## config.mk

```make
export PLATFORM = sky130hd
export DESIGN_NAME = lru_requester4
export DESIGN_NICKNAME = d
export VERILOG_FILES = /design/src/rtl/lru_requester4.sv
export SDC_FILE = /design/constraint.sdc
export NUM_CORES = 1
export LEC_CHECK = 0
export CAP_MARGIN = 5
export CELL_PAD_IN_SITES_DETAIL_PLACEMENT = 0
export CELL_PAD_IN_SITES_GLOBAL_PLACEMENT = 1
export CORE_MARGIN = 2
export CORE_UTILIZATION = 38
export DETAILED_ROUTE_END_ITERATION = 7
export HOLD_SLACK_MARGIN = 0.05
export PLACE_DENSITY_LB_ADDON = 0.15
export RECOVER_POWER = 100
export SLEW_MARGIN = 20
export SYNTH_ARGS = -nofsm -noshare
export SYNTH_HDL_FRONTEND = slang
export SYNTH_SLANG_ARGS = --single-unit
```

## constraint.sdc

```tcl
create_clock -name clk -period 2.8 [get_ports clk]
set_input_delay 0.28 -clock clk [delete_from_list [all_inputs] [get_ports clk]]
set_output_delay 0.28 -clock clk [all_outputs]
set_load 0.03 [all_outputs]
```

## src/rtl/lru_requester4.sv

```systemverilog
// Requester front end for the 4-port LRU arbiter: per-client saturating pending
// counters feed req_vector, and a granted client owns a fixed burst of beats.
module lru_requester4 #(
   parameter int PEND_W = 3,
   parameter int BURST  = 4
) (
   input  logic       clk,
   input  logic       reset,
   input  logic       enable,
   input  logic [3:0] push,
   output logic [3:0] full,
   output logic [3:0] req_vector,
   input  logic [3:0] grant_vector,
   output logic       beat_valid,
   output logic [1:0] beat_owner,
   output logic [3:0] beat_idx,
   output logic [3:0] done,
   output logic       err_grant
);

   // state    | meaning
   // ST_ARB   | requests driven to the arbiter, waiting for a legal grant
   // ST_BURST | owner locked, one beat per enabled cycle until BURST beats
   typedef enum logic {ST_ARB = 1'b0, ST_BURST = 1'b1} state_t;

   localparam logic [PEND_W-1:0] PEND_MAX  = '1;
   localparam logic [3:0]        BEAT_LAST = 4'(BURST - 1);

   state_t            state_q, state_d;
   logic [PEND_W-1:0] pend_q [4];
   logic [PEND_W-1:0] pend_d [4];
   logic [1:0]        owner_q, owner_d;
   logic [3:0]        beat_q, beat_d;
   logic [3:0]        done_q, done_d;
   logic              err_q, err_d;
   logic              retire;
   logic              grant_ok;
   logic [1:0]        grant_idx;

   always_comb begin
      req_vector = '0;
      full       = '0;
      for (int i = 0; i < 4; i++) begin
         req_vector[i] = (state_q == ST_ARB) && (pend_q[i] != '0);
         full[i]       = (pend_q[i] == PEND_MAX);
      end
   end

   assign beat_valid = (state_q == ST_BURST) && enable;
   assign beat_owner = owner_q;
   assign beat_idx   = beat_q;
   assign done       = done_q;
   assign err_grant  = err_q;

   always_comb begin
      case (grant_vector)
         4'b0010: grant_idx = 2'd1;
         4'b0100: grant_idx = 2'd2;
         4'b1000: grant_idx = 2'd3;
         default: grant_idx = 2'd0;
      endcase
   end

   // Legal grant: exactly one bit set, and that client is actually requesting.
   assign grant_ok = (grant_vector != '0)
                  && ((grant_vector & (grant_vector - 4'd1)) == '0)
                  && ((grant_vector & req_vector) != '0);

   always_comb begin
      state_d = state_q;
      owner_d = owner_q;
      beat_d  = beat_q;
      done_d  = '0;
      err_d   = 1'b0;
      retire  = 1'b0;
      case (state_q)
         ST_ARB: begin
            if (enable && (grant_vector != '0)) begin
               if (grant_ok) begin
                  owner_d = grant_idx;
                  beat_d  = '0;
                  state_d = ST_BURST;
               end else begin
                  err_d = 1'b1;
               end
            end
         end
         ST_BURST: begin
            if (enable) begin
               if (beat_q == BEAT_LAST) begin
                  retire          = 1'b1;
                  done_d[owner_q] = 1'b1;
                  state_d         = ST_ARB;
               end else begin
                  beat_d = beat_q + 4'd1;
               end
            end
         end
         default: state_d = ST_ARB;
      endcase
   end

   // A push landing on the retiring client cancels the decrement, even when full.
   always_comb begin
      for (int i = 0; i < 4; i++) begin
         pend_d[i] = pend_q[i];
         if (retire && (owner_q == 2'(i))) begin
            if (!push[i]) pend_d[i] = pend_q[i] - PEND_W'(1);
         end else if (push[i] && (pend_q[i] != PEND_MAX)) begin
            pend_d[i] = pend_q[i] + PEND_W'(1);
         end
      end
   end

   always_ff @(posedge clk or negedge reset) begin
      if (!reset) begin
         state_q <= ST_ARB;
         owner_q <= '0;
         beat_q  <= '0;
         done_q  <= '0;
         err_q   <= 1'b0;
         for (int i = 0; i < 4; i++) pend_q[i] <= '0;
      end else begin
         state_q <= state_d;
         owner_q <= owner_d;
         beat_q  <= beat_d;
         done_q  <= done_d;
         err_q   <= err_d;
         for (int i = 0; i < 4; i++) pend_q[i] <= pend_d[i];
      end
   end

endmodule
```

# --- Word-level counts from Yosys, hierarchy flattened ---
# Cells that the tools add are included.
totals:
  register_bits: 24
  input_bits: 11
  elab_cells: 116
op_classes:
  order_cmp: 2
  eq_ne: 23
  n_bitwise: 3
  mux: 34
  reduce_logical: 35
  n_addsub: 10
op_table:
  columns: ["op", "count"]
  rows:
  - ["3-bit 2-to-1 mux", 12]
  - ["4-bit 2-to-1 mux", 7]
  - ["1-bit logical AND", 17]
  - ["2-bit inequality test (second input constant)", 7]
  - ["3-bit by 1-bit adder with 3-bit output (second input constant)", 4]
  - ["3-bit equality test (second input constant)", 4]
  - ["3-bit inequality test (second input constant)", 4]
  - ["3-bit nonzero test", 4]
  - ["3-bit by 1-bit subtractor with 3-bit output (second input constant)", 4]
  - ["1-bit 2-to-1 mux", 11]
  - ["4-bit AND", 2]
  - ["4-bit by 2-bit equality test with 1-bit output (second input constant)", 2]
  - ["4-bit one-hot mux with 2 select lines", 1]
  - ["2-bit AND reduction", 4]
  - ["2-bit nonzero test", 4]
  - ["4-bit nonzero test", 2]
  - ["2-bit one-hot mux with 3 select lines", 1]
  - ["4-bit by 1-bit adder with 4-bit output (second input constant)", 1]
  - ["2-bit equality test (second input constant)", 2]
  - ["4-bit by 3-bit equality test with 1-bit output (second input constant)", 1]
  - ["4-bit equality test (second input constant)", 1]
  - ["4-bit logical NOT", 1]
  - ["4-bit AND reduction", 1]
  - ["4-bit by 1-bit subtractor with 4-bit output (second input constant)", 1]
  - ["9 further kinds", 9]

# --- Longest topological paths before layout ---
logic_depth:
  depth_word: 8
  mapped_depth: 9
  depth_no_buf: 8

# --- Least setup slack after synthesis ---
# Ideal clock, no wire load.
synth_path:
  kind: "register to register"
  startpoint: "reg beat_q[0] (netlist: beat_idx[0])"
  endpoint: "reg pend_q[11] (netlist bit)"
  setup_time_ns: 0.079
  slack_ns: 0.047
  path_buffers: 2
  synth_period_minus_slack_ns: 2.753
  stages_incl_launch_ff: 10
  t_arrival_ns: 2.673
  cell_sequence: "dfrtp_1 > ha_1 > or3b_1 > buf_6 > or4_4 > buf_6 > fa_1 > nand3b_1 > mux2i_1 > xor2_1"
synth_between:
  elab_chain_len: 7
  word_cells_on_any_way: 9
  classes_between: "eq/ne: 2; mux: 4; reduce/logical: 3"
synth_rtl:
  columns: ["element", "line_no", "rtl"]
  rows:
  - ["from (decl)", "33", "logic [3:0] beat_q, beat_d;"]
  - ["from (signal assigned)", "126", "beat_q <= beat_d;"]
  - ["4-bit by 2-bit equality test with 1-bit output *", "90", "if (beat_q == BEAT_LAST) begin"]
  - ["1-bit 2-to-1 mux *", "90", null]
  - ["1-bit 2-to-1 mux *", "89", "if (enable) begin"]
  - ["1-bit 2-to-1 mux *", "76", "case (state_q)"]
  - ["1-bit logical AND *", "107", "if (retire && (owner_q == 2'(i))) begin"]
  - ["2-bit inequality test (no source line) or 2-bit nonzero test (tied branches)", null, null]
  - ["2-bit AND reduction (no source line)", null, null]
  - ["to (decl)", "30", "logic [PEND_W-1:0] pend_q [4];"]
# Mark *: on every way between the ends. The rest lies on a longest branch, timed or not.
# A chain may end at the register's enable or synchronous reset.

# --- Worst setup path in the final report ---
# Same ends and word-level chain as after synthesis.

==> impl_metrics.py <==
metrics = {
    "run_status": {
        "outcome": "completed",
    },
    "grt": {
        "grt_max_degree": 25,
        "grt_pass1_wl_mm": 5.49,
        "overflow": 0,
        "grt_pass1_vias": 1216,
        "grt_use_total_pct": 16.2,
        "antenna_found_initial": 0,
    },
    "timing": {
        "slew_violations": 0,
        "worstMarginPinSlew_ns": 1.33,
        "tns_ns": 0,
        "timing.final.hold_violations": 0,
        "skew_ns": 0.00329,
        "setup_viol": 0,
        "max_freq_ghz": 0.393,
        "rsz0062_at_grt": "false",
        "relSlewSlack_pct": 11.3,
        "whs_ns": 0.502,
        "period_needed_ns": 2.54,
        "finalCritPeriodShare_pct": 90.8,
    },
    "routing": {
        "drt_iter0_markers": 47,
        "vias": 1158,
        "ant_nets": 0,
        "post-route-drc-count": 0,
        "drtPass1Iterations": 4,
        "routed_via_density": 5.03,
        "routedWlPerCell_um": 13.1,
        "drt_wl_total_mm": 3.01,
    },
    "critical_path": {
        "ff2ff_path_depth": 7,
        "critPathMaxStageDelay_ns": 0.55,
        "worst-path-max-fanout": 5,
        "end_kind": "flop",
        "crit_required_ns": 2.99,
        "arrival_ns": 2.73,
        "r2r-start": "beat_idx[0]",
        "crit_path_start_kind": "flop",
        "r2r_setup_slack_ns": 0.26,
        "timing.critical_path.slowest_stage_cell": "or4_4",
        "critPathTopFamily": "simple AND/OR/NAND/NOR gates",
        "crit_buf_inv": 0,
        "r2r-end": "pend_q[11]",
        "crit_chain": "ha_1, or3b_1, or4_4, fa_1, nand3b_1, mux2i_1, xor2_1",
        "path_class": "reg2reg",
    },
    "synthesis": {
        "synth.area.top_cells": "dfrtp_1, inv_1, fa_1, xor2_1, xnor2_1",
        "synthFlopType": "dfrtp_1",
        "synth_area_leader_cell": "dfrtp_1",
        "synth_top_cell_area_share_pct": 41.2,
        "synth_cell_types": 37,
        "syn-num-nets": 169,
        "async_reset_ff_share_pct": 100,
        "synth_area_per_cell_um2": 9.54,
        "syn_inst": 153,
        "synth_seq_cells": 24,
        "synthesis.area_mm2": 0.00146,
        "synth.yosys.seq_area_share_pct": 41.2,
        "yosys_warnings": 0,
        "synth_edf_count": 0,
    },
    "final_layout": {
        "layout_common_cells": "dfrtp_1, inv_1, dlygate4sd3_1, nand2_1",
        "fin_nets": 200,
        "fill_cells": 360,
        "final_layout_size_suffix_gt1_share_pct": 5.49,
        "final_util_pct": 49.6,
        "layout_commonest_cell": "dfrtp_1",
        "areaGrowthSynthToFinish_pct": 25.5,
        "n_antenna_cell": 0,
    },
    "floorplanning": {
        "die_h_um": 66.0,
        "core_mm2": 0.00369,
        "pin_count": 31,
        "die_x_um": 66.0,
        "rows": 22,
        "die_area_mm2": 0.00435,
        "floorplan.initialDensity_pct": 39.6,
    },
    "power": {
        "irDropWorstVdd_uv": 514,
        "leakage_nw": 0.878,
        "powerDensity_mw_per_mm2": 979,
    },
    "placed_design": {
        "portBuffers": 30,
        "routabilityCongestion": 0.809,
        "hpwl_mm": 2.32,
    },
    "clock_tree": {
        "clk_pin_slew_ns": 0.08,
        "post_cts_buffers": 0,
        "clock_path_buffers": 2,
        "tritoncts": "built",
        "ctsHoldBuffers": 0,
        "cts_resized": 0,
        "clock_latency_ns": 0.26,
        "root_buffer": "clkbuf_8",
        "clock_sinks": 24,
        "numCtsBuffers": 3,
        "htreeDepth": 1,
    },
    "hold_path": {
        "whs_endpoint": "pend_q[8]",
        "hold_start": "pend_q[8]",
        "hold_class": "reg2reg",
        "min_path_cells": 1,
    },
    "run": {
        "max-cap-violations": 0,
    },
}
## per-layer routing
| metal | part of all wire, % | global-route usage (%) |
|---|---|---|
| met5 | 0 | 0 |
| met2 | 45 | 26.4 |
| met3 | 4.9 | 2.56 |
| met4 | 0.80 | 5.36 |
| met1 | 49 | 22.0 |
## report_power, final
group          switching (mW)  total, mW  internal, mW
clock                   0.107      0.203        0.0961
sequential              0.142      0.629         0.487
combinational           0.557      0.960         0.403
total                   0.807       1.79         0.985
## kinds of logic (layout without fill, tap and decap cells)
| logic type | after synthesis | count (layout) | share of synthesized area (%) |
|---|---|---|---|
| multiplexers | 5 | 5 | 3.86 |
| buffers and inverters | 29 | 58 | 8.49 |
| adder cells (fa/ha/maj) | 5 | 5 | 6.35 |
| flip-flops | 24 | 24 | 41.2 |
| AO/OA/AOI/OAI | 26 | 26 | 12.6 |
| XOR/XNOR | 15 | 15 | 9.01 |
| AND/OR/NAND/NOR | 49 | 49 | 18.5 |
## layout make-up
class                           instances  area (um^2)  area share, %
Multi-Input combinational cell        100          731           39.9
Sequential cell                        24          601           32.8
Timing Repair Buffer                   33          315           17.2
Inverter                               22         82.6           4.51
Tap cell                               48         60.1           3.28
Clock buffer                            3         41.3           2.26
## worst max path at each step
stage                 from         end  slack, ns  cells after the start
2_1_floorplan  beat_idx[0]  pend_q[11]       0.05                      9
3_3_place_gp   beat_idx[0]  pend_q[11]       0.37                      7
3_5_place_dp   beat_idx[0]  pend_q[11]       0.28                      7
4_1_cts        beat_idx[0]  pend_q[11]       0.24                      7
5_1_grt        beat_idx[0]  pend_q[11]       0.04                      7
6_report       beat_idx[0]  pend_q[11]       0.26                      7
## worst register-to-register path, cell delays in order, from the launching register on
cell and delay, ns:
dfrtp_1 0.41, ha_1 0.20, or3b_1 0.38, or4_4 0.55, fa_1 0.40, nand3b_1 0.17
mux2i_1 0.19, xor2_1 0.17
## cells in the mapped netlist (all sizes together) (3+ instances only)
| library cell | instances |
|---|---|
| dfrtp | 24 |
| inv | 22 |
| nand2 | 10 |
| nor2 | 9 |
| xor2 | 9 |
| nand2b | 6 |
| o21ai | 6 |
| xnor2 | 6 |
| clkbuf | 5 |
| nand3 | 5 |
| nor3 | 5 |
| o22ai | 5 |
| a22oi | 4 |
| fa | 4 |
| mux2i | 3 |
| nand4b | 3 |
| o211ai | 3 |
## metrics by stage
| stage | total power [mW] | setup WS [ns] | cell area, um^2 | std cells |
|---|---|---|---|---|
| 4_1_cts | 1.86 | 0.237 | 1840 | 230 |
| 3_3_place_gp | 1.62 | 0.375 | 1800 | 227 |
| 5_1_grt | 1.95 | 0.0398 | 1830 | 230 |
| 3_5_place_dp | 1.64 | 0.282 | 1800 | 227 |
| 2_1_floorplan | 1.29 | 0.0474 | 1460 | 153 |
| 6_report | 1.79 | 0.258 | 1830 | 230 |
## state kept, by name, summed over array words and instances, names as in the netlist
signal      count
beat_idx        4
beat_owner      2
done            4
err_grant       1
pend_q         12
state_q         1
Power figures use the tool's default switching activity.
